File: src/rtl/sram_arbiter.sv
// N-channel request arbiter in front of the single-port SRAM.
// Fixed or round-robin selection, registered grant and read return.
module sram_arbiter #(
  parameter int NUM_CH = 4,
  parameter int ADDR_W = 16,
  parameter int DATA_W = 8,
  parameter int RD_LAT = 1,
  localparam int SEL_W = (NUM_CH > 1) ? $clog2(NUM_CH) : 1
) (
  input  logic                     clk,
  input  logic                     rst,
  input  logic                     rr_mode,
  input  logic [SEL_W-1:0]         fix_sel,
  input  logic [NUM_CH-1:0]        req_read,
  input  logic [NUM_CH-1:0]        req_write,
  input  logic [NUM_CH*ADDR_W-1:0] req_addr,
  input  logic [NUM_CH*DATA_W-1:0] req_wdata,
  output logic [NUM_CH-1:0]        grant,
  output logic [NUM_CH-1:0]        rvalid,
  output logic [DATA_W-1:0]        rdata,
  output logic                     req_err,
  output logic                     busy,
  output logic                     sram_read,
  output logic                     sram_write,
  output logic [ADDR_W-1:0]        sram_addr,
  output logic [DATA_W-1:0]        sram_wdata,
  input  logic [DATA_W-1:0]        sram_rdata
);

  typedef enum logic [1:0] {
    IDLE    = 2'd0,
    ISSUE   = 2'd1,
    WAIT_RD = 2'd2
  } state_t;

  localparam logic [2:0] LAST = 3'(RD_LAT - 1);

  state_t              state_q, state_d;
  logic [SEL_W-1:0]    ptr_q, ptr_d;
  logic [SEL_W-1:0]    win_q, win_d;
  logic                wr_q, wr_d;
  logic [2:0]          cnt_q, cnt_d;

  logic [NUM_CH-1:0]   reqs;
  logic                found;
  logic [SEL_W-1:0]    sel;
  int                  idx;

  logic [NUM_CH-1:0]   grant_d;
  logic [NUM_CH-1:0]   rvalid_d;
  logic [DATA_W-1:0]   rdata_d;
  logic                req_err_d;
  logic                sram_read_d;
  logic                sram_write_d;
  logic [ADDR_W-1:0]   sram_addr_d;
  logic [DATA_W-1:0]   sram_wdata_d;

  assign reqs = req_read | req_write;
  assign busy = (state_q != IDLE);

  // Pick the winning channel: fixed select or first requester from ptr
  always_comb begin
    found = 1'b0;
    sel   = '0;
    idx   = 0;
    if (!rr_mode) begin
      if (int'(fix_sel) < NUM_CH) begin
        found = reqs[fix_sel];
        sel   = fix_sel;
      end
    end else begin
      for (int i = NUM_CH - 1; i >= 0; i--) begin
        idx = (int'(ptr_q) + i) % NUM_CH;
        if (reqs[idx]) begin
          found = 1'b1;
          sel   = SEL_W'(idx);
        end
      end
    end
  end

  // State register
  always_ff @(posedge clk or posedge rst) begin
    if (rst) state_q <= IDLE;
    else     state_q <= state_d;
  end

  // Next-state logic
  always_comb begin
    state_d = state_q;
    unique case (state_q)
      IDLE:    if (found) state_d = ISSUE;
      ISSUE: begin
        if (wr_q || RD_LAT == 1) state_d = IDLE;
        else                     state_d = WAIT_RD;
      end
      WAIT_RD: if (cnt_q == LAST) state_d = IDLE;
      default: state_d = IDLE;
    endcase
  end

  // Next values of the registered outputs and transaction context
  always_comb begin
    grant_d      = '0;
    rvalid_d     = '0;
    rdata_d      = rdata;
    req_err_d    = 1'b0;
    sram_read_d  = 1'b0;
    sram_write_d = 1'b0;
    sram_addr_d  = '0;
    sram_wdata_d = '0;
    ptr_d        = ptr_q;
    win_d        = win_q;
    wr_d         = wr_q;
    cnt_d        = '0;
    unique case (state_q)
      IDLE: begin
        if (found) begin
          grant_d[sel] = 1'b1;
          win_d        = sel;
          wr_d         = req_write[sel];
          req_err_d    = req_read[sel] & req_write[sel];
          sram_write_d = req_write[sel];
          sram_read_d  = ~req_write[sel];
          sram_addr_d  = req_addr[int'(sel)*ADDR_W +: ADDR_W];
          if (req_write[sel])
            sram_wdata_d = req_wdata[int'(sel)*DATA_W +: DATA_W];
          if (rr_mode)
            ptr_d = (sel == SEL_W'(NUM_CH - 1)) ? '0 : sel + 1'b1;
        end
      end
      ISSUE: begin
        if (!wr_q) begin
          if (RD_LAT == 1) begin
            rdata_d         = sram_rdata;
            rvalid_d[win_q] = 1'b1;
          end else begin
            sram_read_d = 1'b1;
            sram_addr_d = sram_addr;
            cnt_d       = 3'd1;
          end
        end
      end
      WAIT_RD: begin
        if (cnt_q == LAST) begin
          rdata_d         = sram_rdata;
          rvalid_d[win_q] = 1'b1;
        end else begin
          sram_read_d = 1'b1;
          sram_addr_d = sram_addr;
          cnt_d       = cnt_q + 3'd1;
        end
      end
      default: ;
    endcase
  end

  // Output and context registers
  always_ff @(posedge clk or posedge rst) begin
    if (rst) begin
      grant      <= '0;
      rvalid     <= '0;
      rdata      <= '0;
      req_err    <= 1'b0;
      sram_read  <= 1'b0;
      sram_write <= 1'b0;
      sram_addr  <= '0;
      sram_wdata <= '0;
      ptr_q      <= '0;
      win_q      <= '0;
      wr_q       <= 1'b0;
      cnt_q      <= '0;
    end else begin
      grant      <= grant_d;
      rvalid     <= rvalid_d;
      rdata      <= rdata_d;
      req_err    <= req_err_d;
      sram_read  <= sram_read_d;
      sram_write <= sram_write_d;
      sram_addr  <= sram_addr_d;
      sram_wdata <= sram_wdata_d;
      ptr_q      <= ptr_d;
      win_q      <= win_d;
      wr_q       <= wr_d;
      cnt_q      <= cnt_d;
    end
  end

endmodule

File: config.mk
export PLATFORM = sky130hd
export DESIGN_NAME = sram_arbiter
export DESIGN_NICKNAME = d
export VERILOG_FILES = /design/src/rtl/sram_arbiter.sv
export SDC_FILE = /design/constraint.sdc
export NUM_CORES = 1
export LEC_CHECK = 0
export BUFFER_PORTS_ARGS = -buffer_cell sky130_fd_sc_hd__buf_4
export CAP_MARGIN = 15
export CORE_MARGIN = 2
export CORE_UTILIZATION = 30
export DETAILED_ROUTE_END_ITERATION = 16
export PLACE_DENSITY = 0.6
export SETUP_SLACK_MARGIN = 0.05
export SLEW_MARGIN = 20
export SYNTH_ARGS = -nofsm -noshare
export SYNTH_HDL_FRONTEND = slang
export SYNTH_SLANG_ARGS = --single-unit
File: constraint.sdc
create_clock -name clk -period 3.1 [get_ports clk]
set_input_delay 0.155 -clock clk [delete_from_list [all_inputs] [get_ports clk]]
set_output_delay 0.155 -clock clk [all_outputs]
set_load 0.01 [all_outputs]
; ---- After elaboration in Yosys (flattened, before gate mapping)
; Cells that the tools add are included.
[word_totals]
out_inout_bits = 44
regBits = 53
in_bits = 117
[op_classes]
bitwise_logic = 6
eq_ne = 6
add_sub_neg = 5
muxes = 58
reduce_logical = 13
shift = 2
n_lt_le_gt_ge = 9
[ops]
columns = op, n
row1 = indexed part select 64 x 7 -> 16 bit, 1
row2 = two-way mux 8 bit, 5
row3 = two-way mux 16 bit, 2
row4 = one-hot mux 16 bit (2 select lines), 1
row5 = indexed part select 32 x 6 -> 8 bit, 1
row6 = two-way mux 1 bit, 23
row7 = two-way mux 2 bit, 8
row8 = two-way mux 4 bit, 4
row9 = one-hot mux 8 bit (2 select lines), 1
row10 = binary-select mux 1 bit (select 2 bit), 7
row11 = "less-than comparator 2 x 3 -> 1 bit, second input constant", 4
row12 = "less-than comparator 3 x 4 -> 1 bit, second input constant", 3
row13 = one-hot mux 4 bit (2 select lines), 1
row14 = two-way mux 3 bit, 2
row15 = "inequality test 2 bit, second input constant", 3
row16 = AND reduction 3 bit, 2
row17 = OR reduction 2 bit, 3
row18 = "adder 2 x 1 -> 2 bit, second input constant", 2
row19 = "adder 2 bit, second input constant", 2
row20 = demux 1 bit (select 2 bit), 2
row21 = "== test 2 bit, second input constant", 2
row22 = ">= comparator 2 x 1 -> 1 bit, second input constant", 2
row23 = OR 4 bit, 1
row24 = one-hot mux 2 bit (2 select lines), 1
row25 = other kinds (11), 16

; ---- Longest topological paths before layout
[logic_depth]
ltp_word = 17
mapped_depth = 9
ltp_nobuf = 7

; ---- Least setup slack after synthesis
; Ideal clock, no wire load.
[synth_timing]
path_type = register to register
start = register ptr_q[1]
end = register ptr_q[1]
stages_incl_launch_ff = 8
setup_time_ns = 0.125
slack_ns = 0.897
arrival_ns = 2.078
period_less_slack_ns = 2.203
path_cell_list = dfrtp_1 -> o21a_1 -> a221o_1 -> o211ai_4 -> nand2_4 -> buf_6 -> ha_1 -> mux2_2
[synth_via]
elab_chain_cells = 11
elab_cells_between_ends = 28
cone_classes = add/sub: 4 / eq/ne: 1 / mux: 22 / reduce/logical: 1
[synth_rtl]
columns = item, line_no
row1 = from (decl), 39  ; logic [SEL_W-1:0] ptr_q, ptr_d;
row2 = from (signal assigned), 182  ; ptr_q <= ptr_d;
row3 = adder 2 bit, 73  ; idx = (int'(ptr_q) + i) % NUM_CH;
row4 = binary-select mux 1 bit (select 2 bit), 74  ; if (reqs[idx]) begin
row5 = two-way mux 1 bit (not written as such) (2 in series), 74
row6 = two-way mux 2 bit (3 in series), 74
row7 = two-way mux 2 bit (*), 74
row8 = two-way mux 2 bit (*), 66  ; if (!rr_mode) begin
row9 = net sel[1], 46  ; logic [SEL_W-1:0] sel;
row10 = adder 2 x 1 -> 2 bit or == test 2 bit (tied branches), 129  ; ptr_d = (sel == SEL_W'(NUM_CH - 1)) ? '0 : sel + 1'b1;
row11 = two-way mux 2 bit (*), 129
; The timed path passes the listed nets; every way through them passes the cells marked *. The select of a mux whose other input is x is not followed.
; A chain may end at the register's enable or synchronous reset.

; ---- Worst setup path after layout
[layout_timing]
start = register ptr_q[1]
end = register sram_addr[8]
[layout_via]
elab_chain_cells = 12
elab_cells_between_ends = 27
cone_classes = add/sub: 3 / shift: 1 / mux: 23
[layout_rtl]
columns = item, line_no
row1 = adder 2 bit, 73
row2 = binary-select mux 1 bit (select 2 bit), 74
row3 = two-way mux 1 bit (not written as such) (2 in series), 74
row4 = two-way mux 2 bit (4 in series), 74
row5 = two-way mux 2 bit, 66
row6 = indexed part select 64 x 7 -> 16 bit, 125  ; sram_addr_d = req_addr[int'(sel)*ADDR_W +: ADDR_W];
row7 = two-way mux 16 bit (*), 118  ; if (found) begin
row8 = one-hot mux 16 bit (2 select lines) (*), 116  ; unique case (state_q)
row9 = net sram_addr_d[8], 55  ; logic [ADDR_W-1:0] sram_addr_d;
row10 = to (signal assigned), 180  ; sram_addr <= sram_addr_d;
row11 = to (decl), 25  ; output logic [ADDR_W-1:0] sram_addr,
; Marked as above.

==> impl_metrics.tcl <==
set metrics [dict create \
    outcome "finished, violations left" \
    violations "hold timing" \
    grt_usage_pct 15.5 \
    synth_edf_count 0 \
    synthAdderAreaFrac_pct 1.79 \
    die_w_um 101 \
    p_leak_nw 2.03 \
    peakVddDrop_uv 251 \
    synth_area_per_cell_um2 10.2 \
    setup_viol 0 \
    drc 0 \
    tns_ns 0 \
    pin_count 161 \
    startpoint_type "flip-flop" \
    rr_startpoint "ptr_q[1]" \
    synthDominantCellAreaShare_pct 43.9 \
    internal_power_mw 1.73 \
    power_switching_share_pct 34.8 \
    synth.top_cells.by_area "dfrtp_1, mux2i_1, a41oi_1" \
    synthArstFlopShare_pct 100 \
    regToRegSetupSlack_ns 0.69 \
    finalNonFillerCells 535 \
    yosysTopAreaCell "dfrtp_1" \
    syn-num-nets 395 \
    synth_most_common_cell "dfrtp_1" \
    port_buffers 160 \
    synth_cells 274 \
    synth-simple-area-share_pct 10.2 \
    ctsResizeCount 0 \
    drtAntennaViolNets 0 \
    path_buf_inv 1 \
    drv_slew 0 \
    drive_above_1_share_pct 44.6 \
    synthTopCellsByCount "dfrtp_1, mux2i_1, nand2_1, o22ai_1, a21oi_1" \
    cts_setup_buffers 0 \
    slowest_delay_ns 0.48 \
    required_ns 3.26 \
    p_sw_uw 925 \
    synth_xor_area_share_pct 0 \
    clk_latency_ns 0.29 \
    synth_top_family_by_area "compound AO/OA/AOI/OAI gates" \
    dpl.hpwl_um 6360 \
    htree_levels 2 \
    synth-seq-cells 49 \
    fmax_ghz 0.415 \
    dp_cells 527 \
    hold_violations 26 \
    yosys_warnings 0 \
    place_area_um2 4050 \
    routed_wirelength_um 7990 \
    worstPathCellList "o21a_1 -> a31oi_1 -> o211ai_4 -> nand2_4 -> buf_4 -> mux2i_1 -> o22ai_1" \
    hp-class "in -> async" \
    die_h_um 101 \
    cts-buffers-inserted 5 \
    coreArea_um2 9150 \
    finalClockSkew_ns 0.00645 \
    grt_antenna_before_repair 0 \
    fin_nets 544 \
    via_per_inst 5.02 \
    die_area_um2 10100 \
    cp.depth 7 \
    ys_seq_area_share_pct 43.9 \
    drt-pass1-iter-count 4 \
    arrival_ns 2.57 \
    fin_util_pct 45.6 \
    fin_ws_ns 0.690 \
    crit_family "compound AO/OA/AOI/OAI gates" \
    reg2reg_depth 7 \
    worst_setup_hold_path_clk_slew_ns 0.09 \
    cts_tree "done" \
    initial_core_util_pct 30.5 \
    multi_input_area_um2 1420 \
    grt_pass1_wl_um 12600 \
    clock-sinks 49 \
    rows 35 \
    comb_power_share_pct 46.7 \
    place_ws_ns 0.689 \
    hold_buffers 0 \
    initialDrtViolationCount 91 \
    wl_per_cell_um 14.9 \
    p_total_mw 2.66 \
    rsz0062_at_grt "false" \
    fillCellCount 888 \
    cts_root_buf "clkbuf_8" \
    final_area_um2 4170 \
    regArea_um2 1230 \
    synth_top_flop_cell "dfrtp_1" \
    gp_congestion 0.856 \
    syn-cell-area_um2 2800 \
    ys_types 41 \
    worst_setup_path_end_kind "flip-flop" \
    whs_ns -0.00897 \
    dr_total_vias 2687 \
    clockBufferDepth 2 \
    synth_compound_area_share_pct 22.2 \
    synth.mux.area_fraction_pct 16.7 \
    crit_fanout 25 \
    cp_slowest_cell "a31oi_1" \
    power_density_nw_per_um2 637 \
    overflow 0 \
    setup.worst_path.class "reg -> reg" \
    pwr-share-seq_pct 35.9 \
    maxCapViolations 0 \
    grt_pass1_vias 2622 \
    syn_to_final_growth_pct 49.2 \
    clock_power_share_pct 17.4 \
    max_slew_margin_pct 42.2 \
    finalCritPeriodShare_pct 77.7 \
    grt_max_degree 50 \
    r2r_end "sram_addr[8]" \
    worstMarginPinSlew_ns 0.865 \
    endpoint "sram_addr[8]" \
    finalWorstPathRequiredPeriod_ns 2.41 \
    antennaDiodeCount 0 \
    startpoint "ptr_q[1]" \
]
## placed cells by master (no fill, tap or decap), types with 3 or more instances in the layout
cell,Yosys,routed
and2_1,5,5
o22ai_1,25,25
nor2_1,8,8
nand2_1,26,26
a21oi_1,22,22
o21a_1,3,3
a41oi_1,19,19
dfrtp_1,49,49
mux2i_1,33,33
mux2_2,10,10
inv_1,7,6
nor3_1,3,3
buf_4,2,165
o211ai_1,4,4
nor2b_1,3,3
nand3_1,4,4
clkbuf_8,0,6
ha_1,4,4
## layout make-up
class                      count  share of cell area [%]
multi-input combinational    195                    34.0
tap                          111                    3.33
timing repair buffer         165                    29.7
sequential                    49                    29.4
clock inverter                 2                   0.900
clock buffer                   6                    1.98
inverter                       7                   0.660
## worst min-delay path by stage
stage,slack [ns],cells after the start,to,start
finish,-0.009,2,rvalid[1],rst
global route,0.06,2,rdata[1],rst
CTS,0.08,2,rdata[6],sram_rdata[6]
detailed placement,0.39,2,rdata[6],sram_rdata[6]
global placement,0.39,2,rdata[6],sram_rdata[6]
floorplan,0.31,1,rdata[0],sram_rdata[0]
## power by group through the flow
stage               combinational (mW)  sequential, mW  clock (mW)
finish                            1.24           0.955       0.462
global route                      1.36           0.982       0.516
CTS                               1.26           0.958       0.478
detailed placement                1.26           0.972           0
global placement                  1.25           0.967           0
floorplan                        0.677            1.03           0
## registers in the layout, summed over array words and instances (netlist names)
| signal | count |
|---|---|
| sram_read | 1 |
| win_q | 2 |
| state_q | 1 |
| rvalid | 4 |
| ptr_q | 2 |
| rdata | 8 |
| wr_q | 1 |
| grant | 4 |
| sram_write | 1 |
| sram_wdata | 8 |
| sram_addr | 16 |
| req_err | 1 |
## layer usage
metal	global-route usage (%)	up-vias	wire [um]
met5	0	-	0
li1	-	1329	-
met2	27.2	106	4010
met4	5.48	0	145
met3	2.43	8	467
met1	19.4	1244	3370
## cells by family (layout without fill, tap and decap cells)
logic type                 count (synthesis)  after routing
buffers and inverters                     30            180
adders and majority gates                  4              4
DFF                                       49             49
and+or+nand+nor                           59             59
muxes                                     44             44
AOI/OAI and AO/OA                         88             88
Power figures use the tool's default switching activity.
